## src/rtl/seq_mult_8bit.sv

```systemverilog
// Sequential 8x8 unsigned shift-add multiplier built around one 8-bit ripple-carry adder.
// Latency: done pulses 8 clocks after the accepting start edge; product registered at that edge.
// Backpressure: start is ignored while busy; a held start re-launches from DONE back-to-back.

// 8-bit ripple-carry adder; carry is kept in a scalar so the chain ripples bit by bit.
module rca_8bit (
    input  logic [7:0] a,
    input  logic [7:0] b,
    input  logic       cin,
    output logic [7:0] s,
    output logic       c
);
    logic carry;

    // Ripple the carry from bit 0 up to bit 7.
    always_comb begin
        carry = cin;
        s     = 8'h00;
        for (int i = 0; i < 8; i++) begin
            s[i]  = a[i] ^ b[i] ^ carry;
            carry = (a[i] & b[i]) | (carry & (a[i] ^ b[i]));
        end
        c = carry;
    end
endmodule

module seq_mult_8bit (
    input  logic        clk,
    input  logic        rst_n,
    input  logic        start,
    input  logic [7:0]  a,
    input  logic [7:0]  b,
    output logic        busy,
    output logic        done,
    output logic [15:0] product
);
    typedef enum logic [1:0] {
        IDLE = 2'd0,
        RUN  = 2'd1,
        DONE = 2'd2
    } state_t;

    state_t      state;
    state_t      state_nxt;
    logic [7:0]  mcand;
    logic [7:0]  acc;
    logic [7:0]  q;
    logic [2:0]  cnt;
    logic [7:0]  sum;
    logic        sum_c;
    logic [15:0] shifted;
    logic        load;

    rca_8bit u_rca (
        .a   (acc),
        .b   (mcand),
        .cin (1'b0),
        .s   (sum),
        .c   (sum_c)
    );

    // A new operation is accepted only when not in the middle of a run.
    assign load = start && ((state == IDLE) || (state == DONE));

    // One shift-add step: add the multiplicand when the current multiplier bit is set,
    // then shift right with the adder carry landing in acc[7].
    always_comb begin
        shifted = {1'b0, acc, q[7:1]};
        if (q[0]) begin
            shifted = {sum_c, sum, q[7:1]};
        end
    end

    // State register.
    always_ff @(posedge clk or negedge rst_n) begin
        if (!rst_n) begin
            state <= IDLE;
        end else begin
            state <= state_nxt;
        end
    end

    // Next-state decode; RUN ignores start so a run always completes exactly once.
    always_comb begin
        state_nxt = state;
        case (state)
            IDLE:    state_nxt = start ? RUN : IDLE;
            RUN:     state_nxt = (cnt == 3'd7) ? DONE : RUN;
            DONE:    state_nxt = start ? RUN : IDLE;
            default: state_nxt = IDLE;
        endcase
    end

    // Datapath: operand capture, iteration, and the final product register.
    always_ff @(posedge clk or negedge rst_n) begin
        if (!rst_n) begin
            mcand   <= 8'h00;
            acc     <= 8'h00;
            q       <= 8'h00;
            cnt     <= 3'd0;
            product <= 16'h0000;
        end else if (load) begin
            mcand <= a;
            q     <= b;
            acc   <= 8'h00;
            cnt   <= 3'd0;
        end else if (state == RUN) begin
            {acc, q} <= shifted;
            // cnt naturally wraps 7 -> 0 on the exit edge.
            cnt      <= cnt + 3'd1;
            if (cnt == 3'd7) begin
                product <= shifted;
            end
        end
    end

    // Moore outputs.
    assign busy = (state == RUN);
    assign done = (state == DONE);
endmodule

```

## config.mk

```make
export PLATFORM = sky130hd
export DESIGN_NAME = seq_mult_8bit
export DESIGN_NICKNAME = d
export VERILOG_FILES = /design/src/rtl/seq_mult_8bit.sv
export SDC_FILE = /design/constraint.sdc
export NUM_CORES = 1
export LEC_CHECK = 0
export CORE_MARGIN = 4
export CORE_UTILIZATION = 45
export DETAILED_ROUTE_END_ITERATION = 7
export PLACE_DENSITY = 0.73
export SETUP_SLACK_MARGIN = 0.05
export SYNTH_ARGS = -nofsm -noshare
export SYNTH_HDL_FRONTEND = slang
export SYNTH_SLANG_ARGS = --single-unit
```

## constraint.sdc

```tcl
create_clock -name clk -period 3.2 [get_ports clk]
set_input_delay 0.32 -clock clk [delete_from_list [all_inputs] [get_ports clk]]
set_output_delay 0.32 -clock clk [all_outputs]
set_load 0.1 [all_outputs]
```

* Word level (Yosys, flattened, before mapping)
Index checks and enable logic that the tools add are counted.
Storage, ports and cells: word-level logic and storage cells 64, bits of input ports 19, output and inout bits 18, register bits 45
Operators by class: reduce and logical (&&, ||, !) cells 6, $add $sub $neg 1, muxes and demuxes 10, bitwise logic cells 38, equal/unequal tests 3
Operator list (number):
- 2-to-1 mux 8 bit | 4
- 2-to-1 mux 16 bit | 1
- AND 1 bit | 15
- XOR 1 bit | 15
- OR 1 bit | 7
- 2-to-1 mux 3 bit | 2
- case mux 2 bit (2 select lines) | 1
- adder 3 x 1 -> 3 bit, second input constant | 1
- == test 3 bit, second input constant | 1
- AND reduction 3 bit | 1
- == test 2 x 1 -> 1 bit, second input constant | 1
- == test 2 bit, second input constant | 1
- logical NOT 2 bit | 1
- 2-to-1 mux 2 bit | 1
- nonzero test 2 bit | 1
- OR reduction 2 bit | 1
- logical AND 1 bit | 1
- logical OR 1 bit | 1
- 2-to-1 mux 1 bit | 1
- inverter 1 bit | 1

* Depth between registers and ports, before layout
depth after elaboration 18, mapped depth 12, depth with buffers taken out 12

* Cells and area by module
A second synthesis with hierarchy kept.
Unflattened totals: cells, all modules 151, area total of the unflattened synthesis 2030.7 um2
Modules (own cells, without submodules):
- seq_mult_8bit | instances 1, cells an instance 133, area each 1833.0 um2, sequential area each 1126.1 um2
- rca_8bit | instances 1, cells an instance 18, area each 197.7 um2, sequential area each 0.0 um2

* Worst setup path before layout
Ideal clock, no wire load.
kind flip-flop to flip-flop, from register acc[0], to register product[14], slack -381 ps, library setup time 129 ps, data required time 3071 ps, cell stages (with the launch flop) 13, arrival 3453 ps, period minus slack after synthesis 3581 ps, buffers on the path 0, path through dfrtp_1 -> ha_1 -> inv_1 -> fa_1 -> fa_1 -> fa_1 -> fa_1 -> fa_1 -> fa_1 -> inv_1 -> fa_1 -> mux2i_1 -> o21ai_0
On the way: longest elaborated chain between the ends 15
Ends and longest elaborated chain:
- start, declared | line 46 | logic [7:0] acc;
- start signal, assigned | line 108 | {acc, q} <= shifted;
- AND 1 bit (2 in a row) | line 21 | carry = (a[i] & b[i]) | (carry & (a[i] ^ b[i]));
- OR 1 bit | line 21
- AND 1 bit | line 21
- OR 1 bit | line 21
- AND 1 bit | line 21
- OR 1 bit | line 21
- AND 1 bit | line 21
- OR 1 bit | line 21
- AND 1 bit | line 21
- OR 1 bit | line 21
- AND 1 bit | line 21
- OR 1 bit | line 21
- XOR 1 bit | line 20 | s[i] = a[i] ^ b[i] ^ carry;
- 2-to-1 mux 16 bit | line 69 | if (q[0]) begin
- end signal, assigned | line 112 | product <= shifted;
- end, declared | line 35 | output logic [15:0] product
Every way passes these cells. A chain may end at the register's enable or synchronous reset.

* Final worst setup path
from register mcand[0], to register product[14]
On the way: longest elaborated chain between the ends 15
Ends and longest elaborated chain:
- start, declared | line 45 | logic [7:0] mcand;
- start signal, assigned | line 97 | mcand <= 8'h00;
- start signal, assigned | line 103 | mcand <= a;
- AND 1 bit (2 in a row) | line 21
- OR 1 bit | line 21
- AND 1 bit | line 21
- OR 1 bit | line 21
- AND 1 bit | line 21
- OR 1 bit | line 21
- AND 1 bit | line 21
- OR 1 bit | line 21
- AND 1 bit | line 21
- OR 1 bit | line 21
- AND 1 bit | line 21
- OR 1 bit | line 21
- XOR 1 bit | line 20
- 2-to-1 mux 16 bit | line 69
Every way passes these cells.

==> run summary <==
vias in the first global route - 1370
I/O Buffers - 36
Crit Path Category - flop to flop
DRC - 0
Multi-input gate area - 811 um2
Most common cell on crit path - fa_2
Ys Warns - 0
Crit path max-delay family - adder cells
DP Cell Count - 244
Via density - 5.23
vias - 1319
FMAX - 0.279 GHz
worst skew pair latency - 300 ps
GP Congestion - 0.838
Starting Density - 46.6%
final setup violating endpoints - 5
wire length per cell - 16.3 um
first-pass GRT wire length - 6.81 mm
GRT Total Usage - 16.5%
die width - 75.1 um
register area share after synthesis - 55.6%
final hold viol count - 0
Slowest-stage cell, CP - fa_1
CTS tree - done
Layout Skew - 4.10 ps
Num CTS Buffers - 5
Final Non-Filler Cells - 252
Tmin final - 3580 ps
CP Data Required Time - 3370 ps
syn_nets - 191
most frequent cells in the layout - 45 x dfrtp_1, 33 x clkdlybuf4s50_1, 15 x mux2_2
critical-path cell list - ha_2 -> inv_2 -> fa_2 -> fa_2 -> fa_2 -> fa_2 -> fa_2 -> fa_2 -> inv_2 -> fa_1 -> mux2i_2 -> o21ai_1
antenna violations before repair - 0
RSZ-0062 raised after global routing - yes
Core Area - 0.00435 mm2
Mapped Area - 0.00203 mm2
Worst EP arrival - 3750 ps
Rows - 24
flops & latches, synth - 45
Mean Syn Cell Area - 12.5 um2
failing checks - negative setup slack
Hold Path Class - primary input to async pin
Crit. End Element - flop
DP Wirelength - 2.91 mm
CP startpoint kind - flop
Overflow after GRT - 0
initial DRC count - 126
commonest non-fill, non-tap cell in the layout - dfrtp_1
Storage cell area - 0.00113 mm2
run status - finished with violations
CP peak stage delay - 430 ps
fillers - 358
share of cells above drive strength 1 - 21.5%
max_slew headroom - 33.5%
die height - 75.1 um
final-stage net count - 228
largest net degree at the start of global routing - 46
Ports - 37
CP max FO - 2
clk buf depth - 2
Synth cell types - 25
Synth Instances - 162
antenna-violating nets left - 0
TNS Setup - -1040 ps
Clock transition at path regs - 80 ps
hold buffers post-CTS - 0
CTS Root Cell - clkbuf_8
Die ar. - 0.00564 mm2
Worst Slack Setup Final - -380 ps
WP buf/inv - 2
Max Cap Violations - 0
design area - 0.00255 mm2
DP Area - 0.00243 mm2
Post-CTS Setup Bufs - 0
H-tree depth - 2
pin slew with the least headroom to its limit - 995 ps
P&R area growth vs syn - 26.0%
Tcrit/Tclk final - 112%
Slew Viols, Final - 0
# clock sinks - 45
Ant. Diodes - 0
First-pass DRT Iterations - 4
Core Util, Final - 58.6%
final WL - 4.11 mm
==> cell usage after synthesis <==
cell	number	area, um2
mux2_2	16	180
buf_2	5	25.0
fa_1	7	140
nand2_1	13	48.8
a21oi_1	4	20.0
nor2_1	5	18.8
dfrtp_1	45	1130
nor2_4	1	11.3
inv_4	1	6.26
a21o_1	4	30.0
nand3b_1	1	7.51
clkbuf_1	1	3.75
o21bai_1	1	7.51
buf_6	1	11.3
nand2b_1	1	6.26
buf_4	2	15.0
mux2i_1	7	70.1
a22o_1	12	105
ha_1	3	37.5
inv_1	14	52.6
a221o_1	1	10.0
inv_2	1	3.75
o21ai_0	12	60.1
nor2b_1	2	12.5
o2bb2ai_1	2	17.5
==> stage by stage <==
stage / hold WS (ps) / setup slack, ps
5_1_grt: 266 / -513
2_1_floorplan: 24.4 / -195
3_5_place_dp: 478 / -390
4_1_cts: 211 / -389
6_report: 174 / -380
3_3_place_gp: 461 / -256
==> logic make-up (layout without fill, tap and decap cells) <==
kind of cell / Yosys count / count (layout) / synth area share, %
adder cells (fa/ha/maj): 10 / 10 / 8.77
AND/OR/NAND/NOR: 23 / 23 / 5.19
flip-flops: 45 / 45 / 55.6
multiplexers: 23 / 23 / 12.3
AO/OA/AOI/OAI: 36 / 36 / 12.3
buffers and inverters: 25 / 63 / 5.80
==> sequential cells by signal (all words and copies together), names as in the netlist <==
| register | count |
|---|---|
| q | 8 |
| state | 2 |
| acc | 8 |
| cnt | 3 |
| mcand | 8 |
| product | 16 |
==> path summary, 6_finish.rpt <==
check                          from     endpoint  slack [ps]  cells after the start
min in group clk             acc[6]       acc[6]         500                      1
setup reg to reg           mcand[0]  product[14]        -380                     12
hold reg to reg              acc[6]       acc[6]         500                      1
hold / removal                rst_n   product[3]         170                      1
max in group asynchronous     rst_n     mcand[0]        2420                      1
setup / recovery           mcand[0]  product[14]        -380                     12
==> layer usage <==
metal	vias to the layer above	part of all wire [%]	global-route usage [%]
li1	623	-	-
met1	669	43	21.1
met2	20	51	26.8
met3	7	3.3	3.60
met4	0	2.3	7.71
met5	-	0	0
==> final cells by class <==
| class | count | share of cell area [%] |
|---|---|---|
| multi-input cells | 92 | 31.7 |
| clock inverters | 1 | 1.18 |
| repair buffers | 39 | 14.6 |
| inverters | 16 | 2.45 |
| clock buffers | 7 | 3.38 |
| well taps | 52 | 2.55 |
| flip-flops and latches | 45 | 44.1 |
==> repair_timing <==
action,in CTS,in global routing
setup endpoints to repair,6,6
resized for setup,2,2
pin swaps,4,1
Power is left out: the tool's default activity adds up to more than one toggle a clock period on the data nets, which glitch-free logic cannot reach.
==> patch 1 (same settings) <==
Reset style: synchronous (`rst_n`), changed in 2 clocked blocks.
--- a/src/rtl/seq_mult_8bit.sv
+++ b/src/rtl/seq_mult_8bit.sv
@@ -72,7 +72,7 @@
     end
 
     // State register.
-    always_ff @(posedge clk or negedge rst_n) begin
+    always_ff @(posedge clk) begin
         if (!rst_n) begin
             state <= IDLE;
         end else begin
@@ -92,7 +92,7 @@
     end
 
     // Datapath: operand capture, iteration, and the final product register.
-    always_ff @(posedge clk or negedge rst_n) begin
+    always_ff @(posedge clk) begin
         if (!rst_n) begin
             mcand   <= 8'h00;
             acc     <= 8'h00;
Behaviour: differs if rst_n is asserted again (counterexample within 4 cycles, from zero or initial values and one cycle with rst_n low); with rst_n held inactive, the same outputs for 4 cycles.
==> patch 1 against the unedited design <==
The run still ends with setup timing left. Maximum frequency is 4.2% higher. Critical path depth is 1 higher. Synthesized area is 1.2% lower. Setup slack better by 140 ps. Global-route usage is 1.0 points lower. Synthesized cell count is 28% higher. Sequential cell count stayed put. Via count is 13% higher. Routed wire length is 5.3% lower. Design area is 2.9% lower. Critical endpoint is now acc[6].
Power is left out: it rests on default switching activity, and per cell area and clock period it moved more than threefold.
==> patch 1: results (changes against the unedited design) <==
Global route
  – Pin count of the biggest net entering global routing: 36 (-22%)
  – Routing usage on met1: 19.5% (-1.6 points)
  – Total track usage: 15.5% (-1.0 points)
  – Routing usage on met3: 4.14% (+0.53 points)
  – GRT met2 Usage: 26.0% (-0.74 points)

Critical path
  – Crit path DAT: 3650 ps (-100 ps)
  – Worst Setup SP: mcand[0]
  – RR Startpoint: mcand[0]

Placement
  – Post-DP Area: 2400 um^2 (-1.4%)
  – Placed cells: 285 (+17%)
  – Placer Congestion: 0.748 (-11%)

Finish
  – Final net count: 271 (+19%)
  – Fraction of final layout cells with drive strength greater than 1: 11.9% (-9.6 points)

Status
  – Failing checks: setup timing
  – Outcome: complete, but fails checks

Synthesis
  – Multiplexer share of the synthesized area: 3.50% (-8.8 points)
  – Syn avg cell area: 9.62 um^2 (-23%)
  – Compound-Gate Fraction of Synth Area: 21.4% (+9.1 points)
  – Distinct cells, synth: 32 (+28%)
  – Commonest cells in the netlist: 47 x nand2_1, 45 x dfxtp_1, 15 x a21boi_1
  – Seq/Total Area, Yosys: 45.0% (-11 points)

Timing
  – Worst hold slack: 451 ps (+277 ps)
  – Final WS setup: -236 ps (+144 ps)
  – Setup violators final: 2 (-3)
  – Slew HR: 35.4% (+1.9 points)
  – Clk_skew: 2.38 ps (-1.72 ps)

Detailed routing
  – WL/cell: 13.3 um (-19%)
  – Metal2 WL: 1.73 mm (-18%)
  – Via Count: 1489 (+13%)
  – Initial DRC Count: 73 (-42%)
  – Routed wl met3: 223 um (+64%)
  – Post-DR vias/cell: 5.08 (-2.9%)

Hold path
  – HP Class: flip-flop to flip-flop
==> patch 1: cell count changes after synthesis, sizes merged, moves of 4 or more <==
cell / unedited run / this run
a22o: 12 / 0
a21boi: 0 / 24
mux2: 16 / 0
a22oi: 0 / 7
o21ai: 12 / 1
a21o: 4 / 0
nand3: 0 / 9
a211oi: 0 / 6
dfxtp: 0 / 45
dfrtp: 45 / 0
o211a: 0 / 7
inv: 16 / 5
nand2: 13 / 47
==> patch 1: critical path, stage by stage, from the launching register on <==
cell	delay [ps]
dfxtp_2	330
ha_2	180
fa_2	340
fa_2	350
fa_2	350
fa_2	350
inv_2	60
fa_1	140
inv_1	50
fa_2	330
fa_1	490
mux2i_1	90
buf_4	170
a211oi_2	150
==> patch 1: area by class of cell <==
class	count	area, um^2
Clock inverter	2	10.0
Multi-Input combinational cell	143	1010
Timing Repair Buffer	42	403
Clock buffer	6	72.6
Fill cell	388	1660
Tap cell	50	62.6
Sequential cell	45	902
Inverter	5	18.8
==> patch 2 (config.mk and constraints unchanged) <==
Without the edit above. The 3 states of `state_t` get a one-hot encoding in 3 bits.
--- a/src/rtl/seq_mult_8bit.sv
+++ b/src/rtl/seq_mult_8bit.sv
@@ -34,10 +34,10 @@
     output logic        done,
     output logic [15:0] product
 );
-    typedef enum logic [1:0] {
-        IDLE = 2'd0,
-        RUN  = 2'd1,
-        DONE = 2'd2
+    typedef enum logic [2:0] {
+        IDLE = 3'b001,
+        RUN  = 3'b010,
+        DONE = 3'b100
     } state_t;
 
     state_t      state;
Behaviour: same outputs for any inputs over 4 cycles, from zero or initial values and one cycle with rst_n low; so few cycles prove little.
==> patch 2 against the unedited design <==
The run still ends with setup timing left. Synthesized area rose by 7.2%. Design area rose by 6.2%. Setup slack improved by 64 ps. Count of clock-buffer cells in the layout fell by 2. Worst hold slack improved by 9.6 ps. Synthesized cell count rose by 14%. First-iteration DRC count fell by 22%. Routed wire length fell by 2.3%. Sequential cell count rose by 1. Critical path type unchanged. Largest cell class unchanged.
==> patch 2: results (changes against the unedited design) <==
Synthesis
  – Synth Area in Adders: 8.18% (-0.59 points)
  – Synthesized Nets: 214 (+12%)
  – Distinct cells, synth: 25 (unchanged)
  – Seq/Total Area, Yosys: 53.0% (-2.5 points)
  – Multiplexer share of the synthesized area: 17.1% (+4.8 points)
  – Compound-Gate Fraction of Synth Area: 8.06% (-4.3 points)
  – Commonest cells in the netlist: 45 x dfrtp_1, 29 x mux2_2, 26 x nand2_1
  – Synth Area in XOR/XNOR: 0.806% (+0.81 points)
  – Leading post-synthesis cells by cell area: dfrtp_1 52%, mux2_2 15%, fa_1 6.4%

Critical path
  – Crit path DAT: 3690 ps (-60 ps)
  – CP max stage delay: 400 ps (-30 ps)
  – Crit path max-delay family: adder cells
  – Crit path max fanout: 2 (unchanged)

Finish
  – Top reg by flops: product
  – Final net count: 253 (+11%)
  – Fraction of final layout cells with drive strength greater than 1: 25.8% (+4.3 points)
  – Max FFs per register: 16 (unchanged)

Status
  – Failing checks: setup timing
  – Outcome: complete, but fails checks

Timing
  – Final WS setup: -316 ps (+64.0 ps)
  – Clk_skew: 13.1 ps (+9.02 ps)
  – Setup violators final: 3 (-2)
  – Slew HR: 32.7% (-0.78 points)
  – Setup TNS: -699 ps (+342 ps)

Global route
  – Pin count of the biggest net entering global routing: 47 (+2.2%)
  – Number of global-route vias before repair: 1540 (+12%)
  – First-pass GRT wire length: 7.32 mm (+7.5%)
  – Total track usage: 15.5% (-1.1 points)

Placement
  – Final HPWL DP: 2.77 mm (-5.0%)
  – Placer Congestion: 0.701 (-16%)
  – Post-DP Area: 2590 um^2 (+6.4%)
  – IO buf count: 36 (unchanged)

Clock tree
  – Reg clk slew, reported paths: 100 ps (+20 ps)
  – Clk buf depth: 2 (unchanged)
  – Maximum level of the CTS H-tree: 2 (unchanged)
  – CTS buffer count: 5 (unchanged)

Detailed routing
  – Via Count: 1414 (+7.2%)
  – Initial DRC Count: 98 (-22%)
  – WL/cell: 14.4 um (-12%)
  – Drt first pass iters: 4 (unchanged)

Hold path
  – HP Class: input port to async pin
[patch 2: cell count changes after synthesis, moves of 4 or more]
cell / change
a22o_1: -12
mux2i_1: -4
nand2_1: +13
a21o_1: -4
mux2_2: +13
o211ai_1: +5
a21oi_1: +4
[patch 2: kinds of logic after synthesis]
| logic type | after synthesis |
|---|---|
| buf+inv | 28 |
| xor+xnor | 2 |
| fa+ha+maj | 10 |
| simple gates | 35 |
| mux | 33 |
| compound gates | 31 |
| flops | 46 |
[patch 2: layout make-up]
class                      count  area, um^2
tap                           54        67.6
inverter                      17        63.8
clock inverter                 3        40.0
sequential                    46        1150
clock buffer                   5        68.8
multi-input combinational    111         917
fill                         402        1980
timing repair buffer          43         403
[patch 2: repair_timing]
item	in CTS	in global routing
buffers inserted	1	1
hold endpoints to repair	0	0
pin swaps	3	0
resized for setup	5	0
gates cloned	0	0
setup endpoints to repair	6	6
[patch 2: metal layers]
metal | track usage [%] | vias up | wire [um] | share of wire, %
li1 | - | 690 | - | -
met1 | 19.8 | 692 | 1800 | 45
met4 | 6.41 | 0 | 78 | 1.9
met2 | 25.2 | 25 | 1970 | 49
met5 | 0 | - | 0 | 0
met3 | 3.71 | 7 | 170 | 4.2
[patch 2: stage by stage]
stage	utilization (%)	hold slack, ps	setup slack (ps)	cells
global route	57.8	275	-450	279
global placement	55.1	462	-260	269
floorplan	-	24.4	-225	185
finish	57.8	184	-316	279
detailed placement	55.1	471	-391	269
CTS	57.7	217	-322	278
[patch 2: final timing paths]
kind	from	to	depth (start not counted)
worst min register to register	product[6]	product[6]	2
worst max-delay path	acc[0]	acc[6]	12
max in group asynchronous	rst_n	acc[4]	1
worst min-delay path	rst_n	product[6]	1
worst max register to register	acc[0]	acc[6]	12
min in group clk	product[6]	product[6]	2
[patch 2: report_power, final]
part | leakage [nW] | switching [W] | internal [W] | total, W
registers | 0.596 | 0.000152 | 0.000755 | 0.000907
clock network | 0.0579 | 0.000203 | 0.000230 | 0.000433
logic | 0.547 | 0.000449 | 0.000433 | 0.000882
total | 1.20 | 0.000804 | 0.00142 | 0.00222
